**src/rtl/rx_iq_packer_pkg.sv**
```systemverilog
// Shared types and constants for the receive-side I/Q byte packer.
package rx_pkg;

  localparam int IBITS_DEF        = 24;
  localparam int DEPTH_DEF        = 16;
  localparam int BYTES_PER_SAMPLE = 2 * IBITS_DEF / 8;

  typedef enum logic {
    IDLE = 1'b0,
    SEND = 1'b1
  } state_e;

  function automatic int bytes_per_sample(input int ibits);
    return 2 * ibits / 8;
  endfunction

endpackage

```
**src/rtl/rx_iq_packer_if.sv**
```systemverilog
// Byte stream toward the host transport.
// Handshake: a byte transfers on a clock edge where out_valid && out_ready; while out_valid is
// high and out_ready low, out_data/out_sop/out_valid hold. out_valid never depends on out_ready.
interface rx_iq_packer_if;
  logic [7:0] out_data;
  logic       out_valid;
  logic       out_ready;
  logic       out_sop;

  modport master (output out_data, output out_valid, output out_sop, input out_ready);
  modport slave  (input out_data, input out_valid, input out_sop, output out_ready);
endinterface

```
**src/rtl/rx_iq_packer_fifo.sv**
```systemverilog
// Register-based sample FIFO with registered pointers and level; flush empties it in one edge.
module iq_sample_fifo #(
  parameter int W     = 48,
  parameter int DEPTH = 16,
  parameter int LBITS = $clog2(DEPTH) + 1
) (
  input  logic             clock,
  input  logic             reset_n,
  input  logic             push_i,
  input  logic             pop_i,
  input  logic             flush_i,
  input  logic [W-1:0]     wdata_i,
  output logic [W-1:0]     rdata_o,
  output logic [LBITS-1:0] level_o
);
  localparam int PW = $clog2(DEPTH);

  logic [W-1:0]     mem_q [DEPTH];
  logic [PW-1:0]    wr_ptr_q;
  logic [PW-1:0]    rd_ptr_q;
  logic [LBITS-1:0] level_q;

  always_ff @(posedge clock) begin
    if (push_i) mem_q[wr_ptr_q] <= wdata_i;
  end

  // Pointers wrap naturally because DEPTH is a power of two.
  always_ff @(posedge clock or negedge reset_n) begin
    if (!reset_n) begin
      wr_ptr_q <= '0;
      rd_ptr_q <= '0;
      level_q  <= '0;
    end else if (flush_i) begin
      wr_ptr_q <= '0;
      rd_ptr_q <= '0;
      level_q  <= '0;
    end else begin
      if (push_i) wr_ptr_q <= wr_ptr_q + PW'(1);
      if (pop_i)  rd_ptr_q <= rd_ptr_q + PW'(1);
      level_q <= level_q + LBITS'(push_i) - LBITS'(pop_i);
    end
  end

  assign rdata_o = mem_q[rd_ptr_q];
  assign level_o = level_q;

endmodule

```
**src/rtl/rx_iq_packer.sv**
```systemverilog
// Captures FIR I/Q samples into a FIFO and serializes each as big-endian bytes (I then Q)
// on a valid/ready byte stream, flagging samples lost to a full FIFO.
module rx_iq_packer
  import rx_pkg::*;
#(
  parameter int IBITS = IBITS_DEF,
  parameter int DEPTH = DEPTH_DEF,
  parameter int LBITS = $clog2(DEPTH) + 1
) (
  input  logic              clock,
  input  logic              reset_n,
  input  logic              strobe_in,
  input  logic [IBITS-1:0]  x_real,
  input  logic [IBITS-1:0]  x_imag,
  input  logic              run,
  input  logic              clear_ovf,
  rx_iq_packer_if.master    out_if,
  output logic              overflow,
  output logic [LBITS-1:0]  level,
  output state_e            state_o
);
  localparam int SW  = 2 * IBITS;
  localparam int BPS = bytes_per_sample(IBITS);
  localparam int CW  = $clog2(BPS);

  state_e        state_q, state_d;
  logic [SW-1:0] sh_q, sh_d;
  logic [CW-1:0] cnt_q, cnt_d;
  logic          valid_q, valid_d;
  logic          sop_q, sop_d;
  logic          ovf_q, ovf_d;

  logic          accept, fifo_full, push, drop, pop, avail, hs;
  logic [SW-1:0] rd_data;

  // Fullness is judged on the registered level, so a same-edge pop never makes room.
  assign accept    = strobe_in && run;
  assign fifo_full = (level == LBITS'(DEPTH));
  assign push      = accept && !fifo_full;
  assign drop      = accept && fifo_full;
  assign avail     = run && (level != '0);
  assign hs        = valid_q && out_if.out_ready;

  iq_sample_fifo #(.W(SW), .DEPTH(DEPTH), .LBITS(LBITS)) u_fifo (
    .clock   (clock),
    .reset_n (reset_n),
    .push_i  (push),
    .pop_i   (pop),
    .flush_i (!run),
    .wdata_i ({x_real, x_imag}),
    .rdata_o (rd_data),
    .level_o (level)
  );

  always_comb begin
    state_d = state_q;
    sh_d    = sh_q;
    cnt_d   = cnt_q;
    valid_d = valid_q;
    sop_d   = sop_q;
    pop     = 1'b0;
    case (state_q)
      IDLE: begin
        if (avail) begin
          pop     = 1'b1;
          sh_d    = rd_data;
          cnt_d   = '0;
          valid_d = 1'b1;
          sop_d   = 1'b1;
          state_d = SEND;
        end
      end
      SEND: begin
        if (hs) begin
          if (cnt_q != CW'(BPS - 1)) begin
            sh_d  = sh_q << 8;
            cnt_d = cnt_q + CW'(1);
            sop_d = 1'b0;
          end else if (avail) begin
            // Reload straight from the FIFO so consecutive samples leave no bubble.
            pop   = 1'b1;
            sh_d  = rd_data;
            cnt_d = '0;
            sop_d = 1'b1;
          end else begin
            valid_d = 1'b0;
            sop_d   = 1'b0;
            state_d = IDLE;
          end
        end
      end
      default: state_d = IDLE;
    endcase
  end

  assign ovf_d = drop | (ovf_q & ~clear_ovf);

  always_ff @(posedge clock or negedge reset_n) begin
    if (!reset_n) begin
      state_q <= IDLE;
      sh_q    <= '0;
      cnt_q   <= '0;
      valid_q <= 1'b0;
      sop_q   <= 1'b0;
      ovf_q   <= 1'b0;
    end else begin
      state_q <= state_d;
      sh_q    <= sh_d;
      cnt_q   <= cnt_d;
      valid_q <= valid_d;
      sop_q   <= sop_d;
      ovf_q   <= ovf_d;
    end
  end

  assign out_if.out_data  = sh_q[SW-1 -: 8];
  assign out_if.out_valid = valid_q;
  assign out_if.out_sop   = sop_q;
  assign overflow         = ovf_q;
  assign state_o          = state_q;

endmodule

```
**src/flat_wrapper.sv**
```systemverilog
// flat-port wrapper written by rule: the top's interface ports become plain ports
module rx_iq_packer_flat import rx_pkg::*;
#(
  parameter int IBITS = IBITS_DEF,
  parameter int DEPTH = DEPTH_DEF,
  parameter int LBITS = $clog2(DEPTH) + 1
)
  (clock, reset_n, strobe_in, x_real, x_imag, run, clear_ovf, overflow, level, state_o, out_if_out_data, out_if_out_valid, out_if_out_sop, out_if_out_ready);
  rx_iq_packer_if out_if_i ();
  input  logic clock;
  input  logic reset_n;
  input  logic strobe_in;
  input  logic [IBITS-1:0] x_real;
  input  logic [IBITS-1:0] x_imag;
  input  logic run;
  input  logic clear_ovf;
  output logic overflow;
  output logic [LBITS-1:0] level;
  output state_e state_o;
  output wire logic [$bits(out_if_i.out_data)-1:0] out_if_out_data;
  output wire logic [$bits(out_if_i.out_valid)-1:0] out_if_out_valid;
  output wire logic [$bits(out_if_i.out_sop)-1:0] out_if_out_sop;
  input wire logic [$bits(out_if_i.out_ready)-1:0] out_if_out_ready;
  assign out_if_out_data = out_if_i.out_data;
  assign out_if_out_valid = out_if_i.out_valid;
  assign out_if_out_sop = out_if_i.out_sop;
  assign out_if_i.out_ready = out_if_out_ready;
  rx_iq_packer #(.IBITS(IBITS), .DEPTH(DEPTH), .LBITS(LBITS)) u_core (.clock(clock), .reset_n(reset_n), .strobe_in(strobe_in), .x_real(x_real), .x_imag(x_imag), .run(run), .clear_ovf(clear_ovf), .out_if(out_if_i), .overflow(overflow), .level(level), .state_o(state_o));
endmodule
```
**config.mk**
```make
export PLATFORM = sky130hd
export DESIGN_NAME = rx_iq_packer_flat
export DESIGN_NICKNAME = d
export VERILOG_FILES = /design/src/rtl/rx_iq_packer_pkg.sv /design/src/rtl/rx_iq_packer_if.sv /design/src/rtl/rx_iq_packer_fifo.sv /design/src/rtl/rx_iq_packer.sv /design/src/flat_wrapper.sv
export SDC_FILE = /design/constraint.sdc
export NUM_CORES = 1
export LEC_CHECK = 0
export BUFFER_PORTS_ARGS = -buffer_cell sky130_fd_sc_hd__buf_2
export CELL_PAD_IN_SITES_DETAIL_PLACEMENT = 1
export CELL_PAD_IN_SITES_GLOBAL_PLACEMENT = 1
export CORE_ASPECT_RATIO = 1.4
export CORE_UTILIZATION = 42
export CTS_CLUSTER_DIAMETER = 30
export DETAILED_ROUTE_END_ITERATION = 16
export GPL_ROUTABILITY_DRIVEN = 1
export PLACE_DENSITY = 0.64
export REMOVE_ABC_BUFFERS = 1
export SETUP_SLACK_MARGIN = 0.4
export SLEW_MARGIN = 20
export SYNTH_ARGS = -nofsm -noshare
export SYNTH_HDL_FRONTEND = slang
export SYNTH_SLANG_ARGS = --single-unit
```
**constraint.sdc**
```tcl
create_clock -name clock -period 4.5 [get_ports clock]
set_clock_uncertainty 0.05 [all_clocks]
set_input_delay 0.45 -clock clock [delete_from_list [all_inputs] [get_ports clock]]
set_output_delay 0.45 -clock clock [all_outputs]
set_load 0.01 [all_outputs]
```
==> impl_metrics.py, run 1 <==
metrics = {
    "timing": {
        "max_freq_ghz": 0.3104,
        "period_share_pct": 71.59,
        "tightest_slew_ns": 1.037,
        "rsz0062_at_grt": "false",
        "max_slew_margin_pct": 30.67,
        "setup_viol": 0,
        "hold_viol": 0,
        "period_needed_ns": 3.221,
        "drv_slew": 0,
    },
    "power": {
        "p_clk_share_pct": 53.5,
        "power.density_nw_per_um2": 507.8,
        "power_switching_w": 0.003996,
        "power_frac_seq_pct": 44.0,
        "finalPower_w": 0.01973,
        "p_comb_share_pct": 2.5,
        "p_leak_nw": 12.32,
        "max-vdd-ir-drop_v": 0.0003797,
        "p_int_w": 0.01573,
        "switching_share_pct": 20.26,
    },
    "cells_and_area": {
        "layout-drive-gt1-share_pct": 26.71,
        "syn2layout_area_growth_pct": 19.38,
        "layoutNonFillerInstCount": 2890,
        "nets": 1874,
        "utilization_pct": 50.73,
    },
    "logic_synthesis": {
        "async_reset_ff_share_pct": 8.134,
        "synth_most_common_cell": "edfxtp_1",
        "post-synth-top-area-cell": "edfxtp_1",
        "yosysUniqueCellTypes": 45,
        "synth_top_area_share_pct": 70.88,
        "ys_ff_latch": 836,
        "synth_commonest_cells": "edfxtp_1 (768), mux2i_1 (169), mux4_2 (134), nand2_1 (76), dfrtp_1 (68)",
        "yosys-top-cells-area": "edfxtp_1 (71%), mux4_2 (9.3%), dfrtp_1 (5.2%)",
        "yosysWarnings": 0,
        "synth_area_um2": 32540,
        "netlist_instances": 1656,
        "syn_area_per_cell_um2": 19.65,
        "synth-edff-count": 768,
        "ys.flop_type": "edfxtp_1",
        "yosysSeqAreaShare_pct": 76.11,
    },
    "route": {
        "vias_per_cell": 5.741,
        "antenna_left": 0,
        "num_vias": 16590,
        "wl_per_cell_um": 28.48,
        "drc_errors": 0,
        "drtIter0Drc": 1200,
        "wl_um": 82300,
        "firstDrtPassIters": 4,
    },
    "setup_path": {
        "r2r_start": "u_core.u_fifo.level_o[2]$_DFF_PN0_",
        "r2r_slack_ns": 1.28,
        "crit_type": "reg2reg",
        "cp-end-kind": "flop",
        "reg2regPathDepth": 14,
        "crit_path_max_fanout": 6,
        "worstSetupStartpointType": "flop",
        "startpoint": "u_core.u_fifo.level_o[2]$_DFF_PN0_",
        "cp_data_required_time_ns": 5.06,
        "reg2reg_to": "u_core.u_fifo.level_o[4]$_DFF_PN0_",
        "cp_data_arrival_time_ns": 3.78,
    },
    "min_path": {
        "worstHoldPathType": "in2reg",
        "min_from": "x_real[22]",
        "worstHoldEndpoint": "u_core.u_fifo.mem_q[12][46]$_DFFE_PP_",
        "holdPathStages": 1,
    },
    "clock_tree": {
        "insertion_delay_ns": 0.72,
        "clock-sinks": 836,
        "postCtsSetupRepairBufs": 0,
        "cts_max_path_buffers": 3,
        "clk_pin_slew_worst_paths_ns": 0.05,
        "post_cts_resized": 0,
        "cts_buffers": 130,
        "htreeDepth": 4,
        "cts_tree": "yes",
        "clock-root-buffer": "clkbuf_16",
        "ctsHoldBuffers": 5,
    },
    "floorplanning": {
        "start_util_pct": 42.49,
        "ioPinCount": 71,
        "fp.dieH_um": 331.3,
        "die_w_um": 237.2,
        "dieArea_um2": 78600,
        "rows": 120,
        "coreArea_um2": 76570,
    },
    "placed_design": {
        "dpl.cell_count": 2645,
        "port_buffers": 70,
        "dp_hpwl_um": 43040,
        "gp_congestion": 0.7474,
    },
    "grt": {
        "overflow": 0,
        "grt_antenna_before_repair": 6,
        "grt_usage_pct": 21.34,
        "first_global_vias": 18240,
        "grt_pass1_wl_um": 121100,
        "grt_max_degree": 83,
    },
    "outcome": {
        "status": "complete, no violations",
    },
    "flow_run": {
        "drv_cap": 0,
    },
}
==> cells in the final DEF (no fill, tap or decap), types with 5 or more instances in the layout <==
master and count:
clkinvlp_4 8, inv_6 12, inv_1 16, nand4_1 32, xnor2_1 5, or2_2 29
edfxtp_1 768, clkbuf_1 15, bufinv_16 24, dlygate4sd3_1 5, clkinv_4 5, a22oi_1 46
nand2_1 76, a311oi_1 29, nor2_4 12, clkinv_2 14, dfrtp_1 64, clkinv_8 5
a221o_1 11, clkbuf_16 134, clkinv_1 16, a21o_1 9, mux2i_1 169, o22ai_1 13
nand2b_1 5, buf_4 34, clkbuf_8 5, buf_2 69, a21oi_1 45, nor2_1 36
mux4_2 134, ha_1 13, buf_12 11
==> stage by stage <==
step / setup TNS (ns) / setup slack (ns) / area (um2) / hold WS [ns]
final: 0 / 1.279 / 38840 / 0.05953
after floorplan: -288.13 / -3.746 / 31980 / 0.1044
after global routing: 0 / 1.031 / 38840 / 0.04376
after global placement: 0 / 1.384 / 34160 / 0.4157
after CTS: 0 / 1.236 / 38840 / 0.01734
after detailed placement: 0 / 1.286 / 34160 / 0.4267
==> power groups by stage <==
stage	clock [W]	combinational, W	sequential, W
3_5_place_dp	0	0.000501	0.00883
6_report	0.0106	0.000498	0.00868
5_1_grt	0.0110	0.000544	0.00868
3_3_place_gp	0	0.000481	0.00881
4_1_cts	0.0107	0.000509	0.00868
2_1_floorplan	0	0.000231	0.00883
==> final cells by class <==
cell class,instances,area [um2]
inverters,17,63.81
fillers,6845,37730
multi-input cells,702,7277
clock inverters,85,1152
well taps,976,1221
clock buffers,154,3478
diodes,1,2.502
repair buffers,119,870.8
flip-flops and latches,836,24780
==> per-layer routing <==
layer | part of all wire (%) | global-route usage, % | vias up
met3 | 4.6 | 4.161 | 164
li1 | - | - | 7059
met4 | 2.9 | 8.099 | 6
met1 | 40 | 26.00 | 8913
met2 | 53 | 37.36 | 449
met5 | 0.044 | 0 | -
==> cell families (layout without fill, tap and decap cells) <==
| family | count (synthesis) | in the layout | synth area share (%) |
|---|---|---|---|
| DFF | 836 | 836 | 76.11 |
| muxes | 303 | 303 | 14.47 |
| and+or+nand+nor | 213 | 213 | 3.165 |
| AOI/OAI and AO/OA | 165 | 165 | 3.595 |
| buffers and inverters | 118 | 375 | 1.907 |
| adders and majority gates | 14 | 14 | 0.5614 |
| xor gates and xnor gates | 7 | 7 | 0.1884 |
| other | 0 | 1 | 0 |
==> worst max path at each step <==
| stage | to | slack [ns] | cells past startpoint |
|---|---|---|---|
| global route | u_core.u_fifo.level_o[4]$_DFF_PN0_ | 1.03 | 14 |
| CTS | u_core.u_fifo.level_o[4]$_DFF_PN0_ | 1.24 | 14 |
| finish | u_core.u_fifo.level_o[4]$_DFF_PN0_ | 1.28 | 14 |
| global placement | u_core.u_fifo.level_o[4]$_DFF_PN0_ | 1.38 | 14 |
| floorplan | u_core.sh_q[10]$_DFFE_PN0P_ | -3.75 | 4 |
| detailed placement | u_core.u_fifo.level_o[4]$_DFF_PN0_ | 1.29 | 14 |
==> flip-flops by register name (all words and copies together) (netlist names) <==
signal / count
u_core.state_o: 1
u_core.u_fifo.rd_ptr_q: 4
u_core.u_fifo.level_o: 5
u_core.out_if.out_valid: 1
u_core.cnt_q: 3
u_core.out_if.out_sop: 1
u_core.u_fifo.mem_q: 768
u_core.overflow: 1
u_core.u_fifo.wr_ptr_q: 4
u_core.sh_q: 48
==> worst max-delay path: stages, from the launching register on <==
cell,delay [ns]
dfrtp_1,0.38
inv_1,0.09
ha_1,0.23
nand4bb_1,0.15
nor2b_1,0.37
inv_1,0.16
ha_1,0.32
inv_1,0.06
ha_1,0.16
inv_1,0.07
fa_1,0.43
nand2b_1,0.16
a21oi_1,0.18
nor3_1,0.07
nor3b_1,0.23
No activity file was read; power rests on OpenSTA's default activity.
==> run 2, diff against run 1 <==
PLACE_DENSITY = 0.61   (was 0.64)
clock period = 3.17 ns   (was 4.5 ns; I/O delays follow)
==> impl_metrics.py, run 2 (same netlist as run 1, synthesis figures left out) <==
metrics = {
    "cells_and_area": {
        "final-seq-area_um2": 24780,
        "multi_input_area_um2": 7346,
        "n_antenna_cell": 0,
        "largest_reg_flops": 768,
        "layout_commonest_cell": "edfxtp_1",
        "syn2layout_area_growth_pct": 22.21,
        "final_cell_mix": "edfxtp_1 (768), mux2i_1 (169), clkbuf_16 (143), mux4_2 (134), nand2_1 (76)",
        "nets": 1963,
        "num-fill-cells": 6845,
        "top_register": "u_core.u_fifo.mem_q",
        "layout-drive-gt1-share_pct": 28.44,
    },
    "setup_path": {
        "cp_data_required_time_ns": 3.67,
        "r2r_start": "u_core.u_fifo.level_o[3]$_DFF_PN0_",
        "critPathBufInv": 4,
        "path_delay_family": "adder cells",
        "cp_data_arrival_time_ns": 3.33,
        "crit_path_max_fanout": 2,
        "reg2regPathDepth": 14,
        "r2r_slack_ns": 0.34,
        "path_cells": "inv_2 > ha_4 > or4b_4 > o211ai_1 > inv_2 > ha_4 > inv_4 > ha_4 > inv_2 > fa_2 > nand2b_4 > a21oi_4 > o21ai_1 > nor3b_2",
        "worstSetupStartpointType": "flop",
        "reg2reg_to": "u_core.u_fifo.level_o[4]$_DFF_PN0_",
        "critPathMaxStageDelay_ns": 0.46,
        "cp-end-kind": "flop",
        "crit_type": "reg2reg",
        "cpMaxStageDelayCell": "or4b_4",
    },
    "grt": {
        "first_global_vias": 18520,
        "grt_pass1_wl_um": 121700,
        "grt_antenna_before_repair": 2,
        "grt_usage_pct": 21.45,
        "grt_max_degree": 70,
        "overflow": 0,
    },
    "route": {
        "drc_errors": 0,
        "num_vias": 16690,
        "wl_met2_um": 41620,
        "wl_met1_um": 33570,
        "wl_per_cell_um": 27.48,
        "antenna_left": 0,
        "top_layer_used": "met5",
        "drtIter0Drc": 1215,
        "wl_um": 81790,
        "vias_per_cell": 5.606,
        "wl_met3_um": 3499,
        "firstDrtPassIters": 5,
    },
    "clock_tree": {
        "insertion_delay_ns": 0.70,
        "cts_tree": "yes",
        "htreeDepth": 4,
        "clk_pin_slew_worst_paths_ns": 0.05,
        "clock-root-buffer": "clkbuf_16",
        "cts_max_path_buffers": 3,
        "cts_buffers": 133,
        "clock-sinks": 836,
    },
    "power": {
        "switching_share_pct": 20.66,
        "p_leak_nw": 12.72,
        "power_switching_w": 0.005692,
        "finalPower_w": 0.02755,
        "power.density_nw_per_um2": 692.8,
        "max-vdd-ir-drop_v": 0.0005272,
        "p_comb_share_pct": 3.2,
        "power_frac_seq_pct": 44.7,
        "p_clk_share_pct": 52.1,
        "p_int_w": 0.02186,
    },
    "placed_design": {
        "dp_hpwl_um": 43110,
        "port_buffers": 70,
        "gp_congestion": 0.7657,
    },
    "timing": {
        "max_slew_margin_pct": 45.97,
        "setup_viol": 0,
        "tightest_slew_ns": 0.8104,
        "drv_slew": 0,
        "hold-worst-slack_ns": 0.08629,
        "rsz0062_at_grt": "true",
        "period_needed_ns": 2.833,
        "period_share_pct": 89.36,
        "max_freq_ghz": 0.3530,
        "hold_viol": 0,
    },
    "floorplanning": {
        "dieArea_um2": 78600,
        "coreArea_um2": 76570,
        "ioPinCount": 71,
        "start_util_pct": 42.49,
        "die_w_um": 237.2,
        "fp.dieH_um": 331.3,
        "rows": 120,
    },
    "min_path": {
        "min_from": "strobe_in",
        "worstHoldEndpoint": "u_core.u_fifo.wr_ptr_q[0]$_DFFE_PN0P_",
        "worstHoldPathType": "in2reg",
        "holdPathStages": 5,
    },
    "flow_run": {
        "drv_cap": 0,
    },
    "outcome": {
        "status": "complete, no violations",
    },
}
-- run 2: how the worst max path moves through the flow --
stage                                     startpoint                            endpoint  slack [ns]  cells after the start
2_1_floorplan  u_core.u_fifo.rd_ptr_q[1]$_DFFE_PN0P_         u_core.sh_q[10]$_DFFE_PN0P_       -5.08                      4
3_3_place_gp      u_core.u_fifo.level_o[3]$_DFF_PN0_  u_core.u_fifo.level_o[4]$_DFF_PN0_        0.06                     14
3_5_place_dp      u_core.u_fifo.level_o[2]$_DFF_PN0_  u_core.u_fifo.level_o[4]$_DFF_PN0_       -0.03                     14
4_1_cts           u_core.u_fifo.level_o[3]$_DFF_PN0_  u_core.u_fifo.level_o[4]$_DFF_PN0_        0.26                     14
5_1_grt           u_core.u_fifo.level_o[2]$_DFF_PN0_  u_core.u_fifo.level_o[4]$_DFF_PN0_        0.23                     14
6_report          u_core.u_fifo.level_o[3]$_DFF_PN0_  u_core.u_fifo.level_o[4]$_DFF_PN0_        0.34                     14
-- run 2: cell type report --
class / count / area share [%]
Tap cell: 976 / 3.071
Timing Repair Buffer: 205 / 4.682
Clock inverter: 80 / 2.004
Multi-Input combinational cell: 702 / 18.47
Inverter: 17 / 0.1668
Sequential cell: 836 / 62.31
Clock buffer: 161 / 9.295
-- run 2: power by group through the flow --
stage	registers, W	clock network [W]	logic [W]
after floorplan	0.0125	0	0.000327
after global placement	0.0125	0	0.000719
after detailed placement	0.0125	0	0.000751
after CTS	0.0123	0.0146	0.000870
after global routing	0.0123	0.0150	0.000965
final	0.0123	0.0144	0.000882
-- run 2: timing repair --
| item | 4_1_cts | 5_1_grt |
|---|---|---|
| hold buffers | 53 | 0 |
| buffers inserted | 8 | 4 |
| pin swaps | 6 | 5 |
| hold endpoints to repair | 812 | 0 |
| setup endpoints to repair | 2 | 2 |
| resized for setup | 14 | 2 |
-- run 2: through the flow --
| stage | instances | utilization (%) | cell area [um2] | setup slack, ns | setup TNS [ns] |
|---|---|---|---|---|---|
| floorplan | 1555 | - | 31980 | -5.076 | -934.57 |
| global placement | 2671 | 45.17 | 34580 | 0.05712 | 0 |
| detailed placement | 2671 | 45.17 | 34580 | -0.02858 | -0.02858 |
| CTS | 2973 | 51.88 | 39720 | 0.2635 | 0 |
| global route | 2977 | 51.93 | 39760 | 0.2320 | 0 |
| finish | 2977 | 51.93 | 39760 | 0.3373 | 0 |
-- run 2: layer usage --
metal	vias to the layer above	global-route usage (%)
met5	-	0
met4	4	9.801
met1	8889	26.62
met2	392	36.24
met3	165	4.194
li1	7240	-
-- run 2: worst reg2reg max path: stages (launching register included) --
cell and delay [ns]:
dfrtp_1 0.39, inv_2 0.09, ha_4 0.12, or4b_4 0.46, o211ai_1 0.16, inv_2 0.11, ha_4 0.23, inv_4 0.05
ha_4 0.12, inv_2 0.03, fa_2 0.33, nand2b_4 0.16, a21oi_4 0.16, o21ai_1 0.07, nor3b_2 0.16
==> run 3, diff against run 2 <==
BUFFER_PORTS_ARGS = default   (was -buffer_cell sky130_fd_sc_hd__buf_2)
CTS_BUF_LIST = sky130_fd_sc_hd__clkbuf_16   (was default)
DONT_BUFFER_PORTS = 1   (was default)
PLACE_DENSITY = 0.6   (was 0.61)
==> impl_metrics.py, run 3 (same netlist as run 1, synthesis figures left out) <==
metrics = {
    "floorplanning": {
        "ioPinCount": 71,
        "coreArea_um2": 76570,
        "start_util_pct": 42.49,
        "dieArea_um2": 78600,
        "die_w_um": 237.2,
        "fp.dieH_um": 331.3,
        "rows": 120,
    },
    "setup_path": {
        "worst_path_most_repeated_cell": "inv_2",
        "cp-end-kind": "flop",
        "cpMaxStageDelayCell": "or4b_4",
        "worstSetupStartpointType": "flop",
        "crit_type": "reg2reg",
        "critPathMaxStageDelay_ns": 0.46,
        "cp_data_arrival_time_ns": 3.40,
        "path_cells": "inv_2 > ha_4 > or4b_4 > o211ai_1 > inv_2 > ha_4 > inv_2 > ha_4 > inv_2 > fa_2 > nand2b_4 > a21oi_4 > o21ai_2 > nor3b_2",
        "crit_path_max_fanout": 2,
        "cp_data_required_time_ns": 3.70,
    },
    "timing": {
        "period_needed_ns": 2.870,
        "max_slew_margin_pct": 29.72,
        "drv_slew": 0,
        "rsz0062_at_grt": "true",
        "tightest_slew_ns": 1.052,
        "finalSetupTns_ns": 0,
        "hold_viol": 0,
        "max_freq_ghz": 0.3485,
        "setup_viol": 0,
        "period_share_pct": 90.52,
        "setup_slack_ns": 0.3005,
    },
    "route": {
        "drc_errors": 0,
        "antenna_left": 0,
        "drtIter0Drc": 1099,
        "wl_um": 82660,
        "num_vias": 16710,
        "firstDrtPassIters": 5,
        "wl_per_cell_um": 28.25,
        "vias_per_cell": 5.711,
    },
    "outcome": {
        "status": "complete, no violations",
    },
    "clock_tree": {
        "insertion_delay_ns": 0.71,
        "cts_max_path_buffers": 3,
        "clock-root-buffer": "clkbuf_16",
        "clock-sinks": 836,
        "htreeDepth": 4,
        "clk_pin_slew_worst_paths_ns": 0.05,
        "cts_buffers": 135,
        "cts_tree": "yes",
    },
    "grt": {
        "grt_pass1_wl_um": 122600,
        "grt_max_degree": 69,
        "grt_usage_pct": 21.56,
        "first_global_vias": 18670,
        "overflow": 0,
        "grt_antenna_before_repair": 7,
    },
    "cells_and_area": {
        "layout_commonest_cell": "edfxtp_1",
        "layoutNonFillerInstCount": 2926,
        "nets": 1904,
        "utilization_pct": 51.93,
        "largest_reg_flops": 768,
        "final_cell_mix": "edfxtp_1 (768), mux2i_1 (169), clkbuf_16 (143), mux4_2 (134), nand2_1 (76)",
        "layout-drive-gt1-share_pct": 26.03,
        "top_register": "u_core.u_fifo.mem_q",
        "syn2layout_area_growth_pct": 22.20,
    },
    "flow_run": {
        "drv_cap": 0,
    },
    "placed_design": {
        "dpl.cell_count": 2602,
        "dp_hpwl_um": 44390,
        "pre_cts_ws_ns": 0.02050,
        "gp_congestion": 0.7311,
        "port_buffers": 0,
    },
    "power": {
        "power.density_nw_per_um2": 702.1,
        "max-vdd-ir-drop_v": 0.0006017,
        "finalPower_w": 0.02792,
        "p_leak_nw": 12.58,
    },
    "min_path": {
        "worstHoldPathType": "in2async",
    },
}
==> run 3: cell types whose count changed in the layout (fill, tap and decap cells not counted), moves of 6 or more <==
cell,previous run,this run
buf_4,54,47
clkinv_2,20,13
clkbuf_1,13,0
buf_2,69,0
dlygate4sd3_1,53,61
inv_1,12,23
buf_12,29,35
clkinvlp_4,12,19
==> run 3: layer usage <==
| metal | GRT usage (%) | part of all wire, % |
|---|---|---|
| met5 | 0 | 0.059 |
| met4 | 7.303 | 2.4 |
| met3 | 4.336 | 4.3 |
| met2 | 37.17 | 52 |
| met1 | 27.06 | 41 |
==> run 3: stage by stage <==
stage,hold WS [ns],area (um2)
floorplan,-0.02859,31980
global placement,-0.02149,34320
detailed placement,-0.02143,34320
CTS,0.1256,39730
global route,0.1740,39760
finish,0.1718,39760
==> run 3: final timing paths <==
check	start	end	slack, ns	cells after the start
min reg2reg	u_core.sh_q[0]$_DFFE_PN0P_	u_core.sh_q[0]$_DFFE_PN0P_	0.45	1
min	reset_n	u_core.sh_q[28]$_DFFE_PN0P_	0.17	2
min in group clock	run	u_core.u_fifo.level_o[1]$_DFF_PN0_	0.19	5
max reg2reg	u_core.u_fifo.level_o[2]$_DFF_PN0_	u_core.u_fifo.level_o[4]$_DFF_PN0_	0.30	14
max	u_core.u_fifo.level_o[2]$_DFF_PN0_	u_core.u_fifo.level_o[4]$_DFF_PN0_	0.30	14
max in group asynchronous	reset_n	u_core.u_fifo.rd_ptr_q[1]$_DFFE_PN0P_	2.52	2
==> run 3: power by group <==
group	switching [W]	total [W]	internal (W)	leakage, nW
clock	0.00530	0.0147	0.00940	2.26
sequential	0.0000617	0.0123	0.0122	7.67
combinational	0.000533	0.000901	0.000367	2.64
==> run 3: cell type report <==
| class | instances | area (um2) |
|---|---|---|
| well taps | 976 | 1221 |
| clock buffers | 143 | 3578 |
| inverters | 17 | 63.81 |
| multi-input cells | 702 | 7362 |
| flip-flops and latches | 836 | 24780 |
| clock inverters | 106 | 1064 |
| repair buffers | 144 | 1692 |
| diodes | 2 | 5.005 |
| fillers | 6817 | 36810 |
==> run 3: timing repair <==
| action | 4_1_cts | 5_1_grt |
|---|---|---|
| buffers inserted | 8 | 3 |
| pin swaps | 6 | 6 |
| endpoints found under the hold margin | 851 | 1 |
| setup endpoints to repair | 2 | 10 |
| gates resized for setup | 13 | 5 |
| hold buffers | 63 | 1 |
==> run 3: worst max-delay path: cells and delay by family (launching register included) <==
| kind | cells | cell delay (ns) |
|---|---|---|
| buffers and inverters | 4 | 0.28 |
| adders and majority gates | 4 | 0.84 |
| AOI/OAI and AO/OA | 3 | 0.41 |
| and+or+nand+nor | 3 | 0.78 |
| DFF | 1 | 0.39 |
